--- src/rtl/uart_pkg.sv ---
// Shared definitions for the UART transmit queue.
// Holds the feeder FSM state enumeration and the default FIFO depth and
// busy-wait timeout used by uart_tx_queue and its interface.
package uart_pkg;

  localparam int unsigned DefaultDepth       = 16;
  localparam int unsigned DefaultBusyTimeout = 4;

  typedef enum logic [1:0] {
    StIdle,
    StIssue,
    StWaitBusy,
    StWaitDone
  } feed_state_e;

endpackage

--- src/rtl/uart_tx_queue_if.sv ---
// Bus interface of uart_tx_queue: enqueue side, status flags and the
// transmitter handshake. clk/rst remain plain ports on the modules.
//   slave  : seen by uart_tx_queue (push/clear/busy in, flags/strobe out)
//   master : seen by whoever drives pushes and models the transmitter
interface uart_tx_queue_if
  import uart_pkg::*;
#(
  parameter int unsigned DEPTH = DefaultDepth
);

  logic                     push_i;
  logic [7:0]               push_data_i;
  logic                     ovf_clr_i;
  logic                     full_o;
  logic                     empty_o;
  logic [$clog2(DEPTH):0]   level_o;
  logic                     overflow_o;
  logic                     uart_wr_o;
  logic [7:0]               uart_dat_o;
  logic                     uart_busy_i;

  modport slave (
    input  push_i,
    input  push_data_i,
    input  ovf_clr_i,
    output full_o,
    output empty_o,
    output level_o,
    output overflow_o,
    output uart_wr_o,
    output uart_dat_o,
    input  uart_busy_i
  );

  modport master (
    output push_i,
    output push_data_i,
    output ovf_clr_i,
    input  full_o,
    input  empty_o,
    input  level_o,
    input  overflow_o,
    input  uart_wr_o,
    input  uart_dat_o,
    output uart_busy_i
  );

endinterface

--- src/rtl/uart_fifo.sv ---
// Byte FIFO for the UART transmit queue.
// Ports:
//   clk, rst      : clock, asynchronous active-high reset
//   push_i        : enqueue push_data_i (ignored while full, even with a pop)
//   pop_i         : dequeue the head entry (ignored while empty)
//   rd_data_o     : head entry, valid while empty_o is low
//   full_o/empty_o/level_o : registered occupancy, updated at the push/pop edge
module uart_fifo #(
  parameter int unsigned DEPTH = 16
) (
  input  logic                   clk,
  input  logic                   rst,
  input  logic                   push_i,
  input  logic [7:0]             push_data_i,
  input  logic                   pop_i,
  output logic [7:0]             rd_data_o,
  output logic                   full_o,
  output logic                   empty_o,
  output logic [$clog2(DEPTH):0] level_o
);

  localparam int unsigned AW = $clog2(DEPTH);
  localparam int unsigned LW = AW + 1;

  logic [7:0]    mem_q [DEPTH];
  logic [AW-1:0] wr_ptr_q, wr_ptr_d;
  logic [AW-1:0] rd_ptr_q, rd_ptr_d;
  logic [LW-1:0] level_q, level_d;
  logic          full_q, full_d;
  logic          empty_q, empty_d;
  logic          push_acc;
  logic          pop_acc;

  // A full FIFO drops the push outright; a same-cycle pop does not make room.
  assign push_acc = push_i & ~full_q;
  assign pop_acc  = pop_i & ~empty_q;

  always_comb begin
    wr_ptr_d = wr_ptr_q;
    rd_ptr_d = rd_ptr_q;
    // Pointers are AW bits wide, so increments wrap modulo DEPTH.
    if (push_acc) wr_ptr_d = wr_ptr_q + AW'(1);
    if (pop_acc)  rd_ptr_d = rd_ptr_q + AW'(1);
    level_d = level_q + LW'(push_acc) - LW'(pop_acc);
    full_d  = (level_d == LW'(DEPTH));
    empty_d = (level_d == '0);
  end

  always_ff @(posedge clk or posedge rst) begin
    if (rst) begin
      wr_ptr_q <= '0;
      rd_ptr_q <= '0;
      level_q  <= '0;
      full_q   <= 1'b0;
      empty_q  <= 1'b1;
    end else begin
      wr_ptr_q <= wr_ptr_d;
      rd_ptr_q <= rd_ptr_d;
      level_q  <= level_d;
      full_q   <= full_d;
      empty_q  <= empty_d;
    end
  end

  // Storage needs no reset: entries are only read once the level covers them.
  always_ff @(posedge clk) begin
    if (push_acc) mem_q[wr_ptr_q] <= push_data_i;
  end

  assign rd_data_o = mem_q[rd_ptr_q];
  assign full_o    = full_q;
  assign empty_o   = empty_q;
  assign level_o   = level_q;

endmodule

--- src/rtl/uart_tx_queue.sv ---
// UART transmit queue: buffers bytes in uart_fifo and feeds them one at a
// time to a UART transmitter using a write strobe / busy handshake.
// Ports:
//   clk, rst : clock, asynchronous active-high reset
//   bus      : uart_tx_queue_if.slave
//              push_i/push_data_i enqueue, ovf_clr_i clears overflow_o,
//              full_o/empty_o/level_o occupancy, overflow_o sticky drop flag,
//              uart_wr_o one-cycle strobe with uart_dat_o, uart_busy_i from
//              the transmitter.
module uart_tx_queue
  import uart_pkg::*;
#(
  parameter int unsigned DEPTH        = DefaultDepth,
  parameter int unsigned BUSY_TIMEOUT = DefaultBusyTimeout
) (
  input  logic            clk,
  input  logic            rst,
  uart_tx_queue_if.slave  bus
);

  localparam int unsigned LW = $clog2(DEPTH) + 1;
  localparam int unsigned TW = (BUSY_TIMEOUT > 1) ? $clog2(BUSY_TIMEOUT) : 1;

  feed_state_e   state_q, state_d;
  logic [TW-1:0] tmo_q, tmo_d;
  logic [7:0]    dat_q, dat_d;
  logic          ovf_q, ovf_d;
  logic          pop;
  logic [7:0]    head;
  logic          fifo_full;
  logic          fifo_empty;
  logic [LW-1:0] fifo_level;

  uart_fifo #(
    .DEPTH(DEPTH)
  ) u_fifo (
    .clk        (clk),
    .rst        (rst),
    .push_i     (bus.push_i),
    .push_data_i(bus.push_data_i),
    .pop_i      (pop),
    .rd_data_o  (head),
    .full_o     (fifo_full),
    .empty_o    (fifo_empty),
    .level_o    (fifo_level)
  );

  // Feeder: the byte is popped when it is latched into dat_q, so a
  // transmitter that never acknowledges (timeout) loses that byte.
  always_comb begin
    state_d = state_q;
    tmo_d   = tmo_q;
    dat_d   = dat_q;
    pop     = 1'b0;
    unique case (state_q)
      StIdle: begin
        if (!fifo_empty && !bus.uart_busy_i) begin
          state_d = StIssue;
          dat_d   = head;
          pop     = 1'b1;
        end
      end
      StIssue: begin
        state_d = StWaitBusy;
        tmo_d   = '0;
      end
      StWaitBusy: begin
        if (bus.uart_busy_i) begin
          state_d = StWaitDone;
        end else if (tmo_q == TW'(BUSY_TIMEOUT - 1)) begin
          state_d = StIdle;
        end else begin
          tmo_d = tmo_q + TW'(1);
        end
      end
      StWaitDone: begin
        if (!bus.uart_busy_i) state_d = StIdle;
      end
      default: state_d = StIdle;
    endcase
  end

  // Set beats clear when an overflowing push meets ovf_clr_i.
  always_comb begin
    ovf_d = ovf_q;
    if (bus.push_i && fifo_full) begin
      ovf_d = 1'b1;
    end else if (bus.ovf_clr_i) begin
      ovf_d = 1'b0;
    end
  end

  always_ff @(posedge clk or posedge rst) begin
    if (rst) begin
      state_q <= StIdle;
      tmo_q   <= '0;
      dat_q   <= 8'h00;
      ovf_q   <= 1'b0;
    end else begin
      state_q <= state_d;
      tmo_q   <= tmo_d;
      dat_q   <= dat_d;
      ovf_q   <= ovf_d;
    end
  end

  assign bus.uart_wr_o  = (state_q == StIssue);
  assign bus.uart_dat_o = dat_q;
  assign bus.overflow_o = ovf_q;
  assign bus.full_o     = fifo_full;
  assign bus.empty_o    = fifo_empty;
  assign bus.level_o    = fifo_level;

endmodule

--- src/flat_wrapper.sv ---
// flat-port wrapper written by rule: the top's interface ports become plain ports
module uart_tx_queue_flat import uart_pkg::*;
#(
  parameter int unsigned DEPTH        = DefaultDepth,
  parameter int unsigned BUSY_TIMEOUT = DefaultBusyTimeout
)
  (clk, rst, bus_push_i, bus_push_data_i, bus_ovf_clr_i, bus_full_o, bus_empty_o, bus_level_o, bus_overflow_o, bus_uart_wr_o, bus_uart_dat_o, bus_uart_busy_i);
  uart_tx_queue_if #(.DEPTH(DEPTH)) bus_i ();
  input  logic clk;
  input  logic rst;
  input wire logic [$bits(bus_i.push_i)-1:0] bus_push_i;
  input wire logic [$bits(bus_i.push_data_i)-1:0] bus_push_data_i;
  input wire logic [$bits(bus_i.ovf_clr_i)-1:0] bus_ovf_clr_i;
  output wire logic [$bits(bus_i.full_o)-1:0] bus_full_o;
  output wire logic [$bits(bus_i.empty_o)-1:0] bus_empty_o;
  output wire logic [$bits(bus_i.level_o)-1:0] bus_level_o;
  output wire logic [$bits(bus_i.overflow_o)-1:0] bus_overflow_o;
  output wire logic [$bits(bus_i.uart_wr_o)-1:0] bus_uart_wr_o;
  output wire logic [$bits(bus_i.uart_dat_o)-1:0] bus_uart_dat_o;
  input wire logic [$bits(bus_i.uart_busy_i)-1:0] bus_uart_busy_i;
  assign bus_i.push_i = bus_push_i;
  assign bus_i.push_data_i = bus_push_data_i;
  assign bus_i.ovf_clr_i = bus_ovf_clr_i;
  assign bus_full_o = bus_i.full_o;
  assign bus_empty_o = bus_i.empty_o;
  assign bus_level_o = bus_i.level_o;
  assign bus_overflow_o = bus_i.overflow_o;
  assign bus_uart_wr_o = bus_i.uart_wr_o;
  assign bus_uart_dat_o = bus_i.uart_dat_o;
  assign bus_i.uart_busy_i = bus_uart_busy_i;
  uart_tx_queue #(.DEPTH(DEPTH), .BUSY_TIMEOUT(BUSY_TIMEOUT)) u_core (.clk(clk), .rst(rst), .bus(bus_i));
endmodule
--- config.mk ---
export PLATFORM = sky130hd
export DESIGN_NAME = uart_tx_queue_flat
export DESIGN_NICKNAME = d
export VERILOG_FILES = /design/src/rtl/uart_pkg.sv /design/src/rtl/uart_tx_queue_if.sv /design/src/rtl/uart_fifo.sv /design/src/rtl/uart_tx_queue.sv /design/src/flat_wrapper.sv
export SDC_FILE = /design/constraint.sdc
export NUM_CORES = 1
export LEC_CHECK = 0
export BUFFER_PORTS_ARGS = -buffer_cell sky130_fd_sc_hd__buf_4
export CAP_MARGIN = 20
export CORE_UTILIZATION = 55
export CTS_CLUSTER_DIAMETER = 150
export CTS_CLUSTER_SIZE = 8
export DETAILED_ROUTE_END_ITERATION = 6
export PLACE_DENSITY = 0.73
export SYNTH_ARGS = -nofsm -noshare
export SYNTH_HDL_FRONTEND = slang
export SYNTH_HIERARCHICAL = 1
export SYNTH_SLANG_ARGS = --single-unit
--- constraint.sdc ---
create_clock -name clk -period 7.7 [get_ports clk]
set_clock_uncertainty 0.1 [all_clocks]
set_input_delay 1.54 -clock clk [delete_from_list [all_inputs] [get_ports clk]]
set_output_delay 1.54 -clock clk [all_outputs]
set_load 0.005 [all_outputs]
==> impl_metrics.yaml <==
cells_and_area:
  antenna_cells: 0
  fin_area_sq_mm: 0.00728
  final-seq-area_sq_mm: 0.00455
  fin_nets: 438
  fill_cells: 785
  syn_to_final_growth_pct: 13.6
  fin_util_pct: 64.1
  drive_above_1_share_pct: 24.0
  multi_input_area_sq_mm: 0.00170
sta:
  relSlewSlack_pct: 35.0
  final.period_utilization_pct: 52.7
  setup_viol: 0
  period_minus_slack_ns: 4.06
  fmax_mhz: 246
  final_max_slew_viol_count: 0
  rsz0062_at_grt: "no"
  finalHoldViolations: 0
  setup-tns-final_ns: 0
  tightest_slew_ns: 0.975
synthesis:
  yosysSeqAreaShare_pct: 70.9
  synth.top_cells.by_area: "edfxtp_1 60%, dfrtp_1 11%, mux4_2 5.6%"
  synth-simple-area-share_pct: 4.51
  synth_xor_area_share_pct: 1.23
  ys_warn_count: 6
  syn_area_sq_mm: 0.00641
  synth_top_cell_by_area: "edfxtp_1"
  syn_area_per_cell_sq_um: 17.1
  synth_cell_types: 37
  syn_nets: 404
  synth-compound-area-share_pct: 4.55
  synthFlopType: "edfxtp_1"
  synth_top_area_share_pct: 59.9
  synth_fa_ha_area_share_pct: 3.43
  synthTopCellsByCount: "128 x edfxtp_1, 27 x dfrtp_1, 26 x mux2_2"
  synth_top_family_by_area: "multiplexers"
  async_reset_ff_share_pct: 17.9
  synth_enable_flop_cells: 128
  syn_inst: 374
  synth_most_common_cell: "edfxtp_1"
  synthMuxAreaShare_pct: 12.8
  synth_seq_cells: 156
floorplanning:
  fp.coreArea_sq_mm: 0.0114
  die_w_um: 110
  ioPinCount: 30
  rows: 39
  initial_core_util_pct: 56.4
  dieHeight_um: 110
  dieArea_sq_mm: 0.0121
detailed_routing:
  drc: 0
  wl_met1_um: 5080
  drtIter0Drc: 361
  wl_met3_um: 761
  wl_per_cell_um: 21.6
  avgViaCountPerCell: 5.98
  ant_nets: 0
  wl_met2_um: 5870
  num_vias: 3364
  drt-total-wl_um: 12200
  drtPass1Iterations: 4
  highest_layer: "met4"
placement:
  portBuffers: 29
  dp_hpwl_um: 7600
  routabilityCongestion: 0.777
  placed_area_sq_mm: 0.00674
clock_tree:
  clock_latency_ns: 0.42
  htreeDepth: 4
  cts-root-buf: "clkbuf_16"
  path_clk_slew_ns: 0.06
  numCtsBuffers: 17
  clkSinkCount: 156
  postCtsResizedCells: 0
  tritoncts: "built"
  post_cts_buffers: 0
  cts_hold_buf: 0
  clockBufferDepth: 2
power:
  peakVddDrop_v: 0.000357
  p_leak_nw: 2.64
  p_per_area_mw_per_mm2: 389
min_path:
  hp-class: "flop to flop"
setup_path:
  r2r_start: "u_core/state_q[1]$_DFFE_PP0P_"
  critPathLaunch: "bus_uart_busy_i"
  worst_path_max_delay_cell: "fa_1"
  critical_path.endpoint: "u_core/u_fifo/empty_o$_DFF_PP1_"
  endpoint_kind: "flop"
  timing.rr.end: "u_core/u_fifo/empty_o$_DFF_PP1_"
  max_stage_delay_ns: 0.40
  r2r_slack_ns: 4.34
  worstPathArrival_ns: 4.32
  path_class: "input pin to flop"
  crit_path_cell_trace: "buf_4 -> nor2_1 -> and2_1 -> nor2b_1 -> ha_1 -> inv_1 -> ha_1 -> inv_1 -> fa_1 -> xnor2_1 -> nor4b_1 -> mux2i_1 -> o21ba_2"
  startpoint_type: "input pin"
  required_ns: 7.96
  critPathMaxFanout: 9
  reg2reg_depth: 13
grt:
  grt_max_degree: 52
  grt_antenna_before_repair: 0
  grt_pass1_vias: 3344
  grt.total_usage_pct: 22.0
  grt_first_pass_wirelength_um: 18200
  grt-ovfl-total: 0
status:
  run_status: "complete, no violations"
run:
  maxCapViolations: 0
-- layout make-up --
class / instances / area share, %
clock buffer: 20 / 6.00
clock inverter: 11 / 1.41
inverter: 16 / 0.825
multi-input combinational: 183 / 23.4
sequential: 156 / 62.4
tap: 143 / 2.46
timing repair buffer: 34 / 3.50
-- registers in the layout (all words and copies together), names as in the netlist --
name / cells
u_core/bus.overflow_o: 1
u_core/bus.uart_dat_o: 8
u_core/state_q: 2
u_core/tmo_q: 2
u_core/u_fifo/empty_o: 1
u_core/u_fifo/full_o: 1
u_core/u_fifo/level_o: 5
u_core/u_fifo/mem_q: 128
u_core/u_fifo/rd_ptr_q: 4
u_core/u_fifo/wr_ptr_q: 4
-- per-layer routing --
layer,vias to the layer above,GRT usage [%]
met5,-,0
met4,0,12.7
met3,34,5.11
met2,123,34.2
met1,1700,28.7
li1,1507,-
-- critical path: cells and delay by family --
kind | cells | cell delay, ns
AND/OR/NAND/NOR | 4 | 1.13
XOR/XNOR | 1 | 0.17
AO/OA/AOI/OAI | 1 | 0.24
multiplexers | 1 | 0.13
adder cells (fa/ha/maj) | 3 | 0.85
buffers and inverters | 3 | 0.23
-- cell families (layout without fill, tap and decap cells) --
family	count (synthesis)	count (layout)
AOI/OAI and AO/OA	39	39
xor gates and xnor gates	9	9
DFF	156	156
muxes	59	59
and+or+nand+nor	59	59
buffers and inverters	35	81
adders and majority gates	17	17
-- stage by stage --
step | cells | hold WS [ns] | total power, W | setup slack, ns
after floorplan | 374 | 0.377 | 0.00181 | 3.71
after global placement | 532 | 0.396 | 0.00204 | 3.26
after detailed placement | 532 | 0.400 | 0.00208 | 3.17
after CTS | 563 | 0.416 | 0.00285 | 3.61
after global routing | 563 | 0.438 | 0.00298 | 3.36
final | 563 | 0.419 | 0.00283 | 3.64
-- cell usage in the layout (no fill, tap or decap), types with 10 or more instances in the layout --
master / netlist / routed
edfxtp_1: 128 / 128
buf_4: 1 / 34
mux2_2: 26 / 26
dfrtp_1: 27 / 26
clkbuf_16: 0 / 17
mux2i_1: 17 / 17
inv_1: 16 / 16
nor2_1: 16 / 16
ha_1: 16 / 16
mux4_2: 16 / 16
nor3_1: 14 / 14
nand2_1: 11 / 11
a22o_1: 10 / 10
-- power by group --
| group | internal (W) | total (W) | leakage, nW | switching, W |
|---|---|---|---|---|
| registers | 0.00106 | 0.00117 | 1.49 | 0.000113 |
| logic | 0.000429 | 0.000895 | 0.895 | 0.000467 |
| clock network | 0.000467 | 0.000765 | 0.255 | 0.000298 |
| total | 0.00195 | 0.00283 | 2.64 | 0.000878 |
-- how the worst min path moves through the flow --
stage | depth (start not counted) | start | slack, ns | endpoint
4_1_cts | 1 | u_core/tmo_q[1]$_DFFE_PP0P_ | 0.42 | u_core/tmo_q[1]$_DFFE_PP0P_
2_1_floorplan | 1 | u_core/tmo_q[1]$_DFFE_PP0P_ | 0.38 | u_core/tmo_q[1]$_DFFE_PP0P_
3_3_place_gp | 1 | u_core/tmo_q[1]$_DFFE_PP0P_ | 0.40 | u_core/tmo_q[1]$_DFFE_PP0P_
3_5_place_dp | 1 | u_core/tmo_q[1]$_DFFE_PP0P_ | 0.40 | u_core/tmo_q[1]$_DFFE_PP0P_
5_1_grt | 1 | u_core/bus.uart_dat_o[6]$_DFFE_PP0P_ | 0.44 | u_core/bus.uart_dat_o[6]$_DFFE_PP0P_
6_report | 1 | u_core/tmo_q[1]$_DFFE_PP0P_ | 0.42 | u_core/tmo_q[1]$_DFFE_PP0P_
Power figures use the tool's default switching activity.
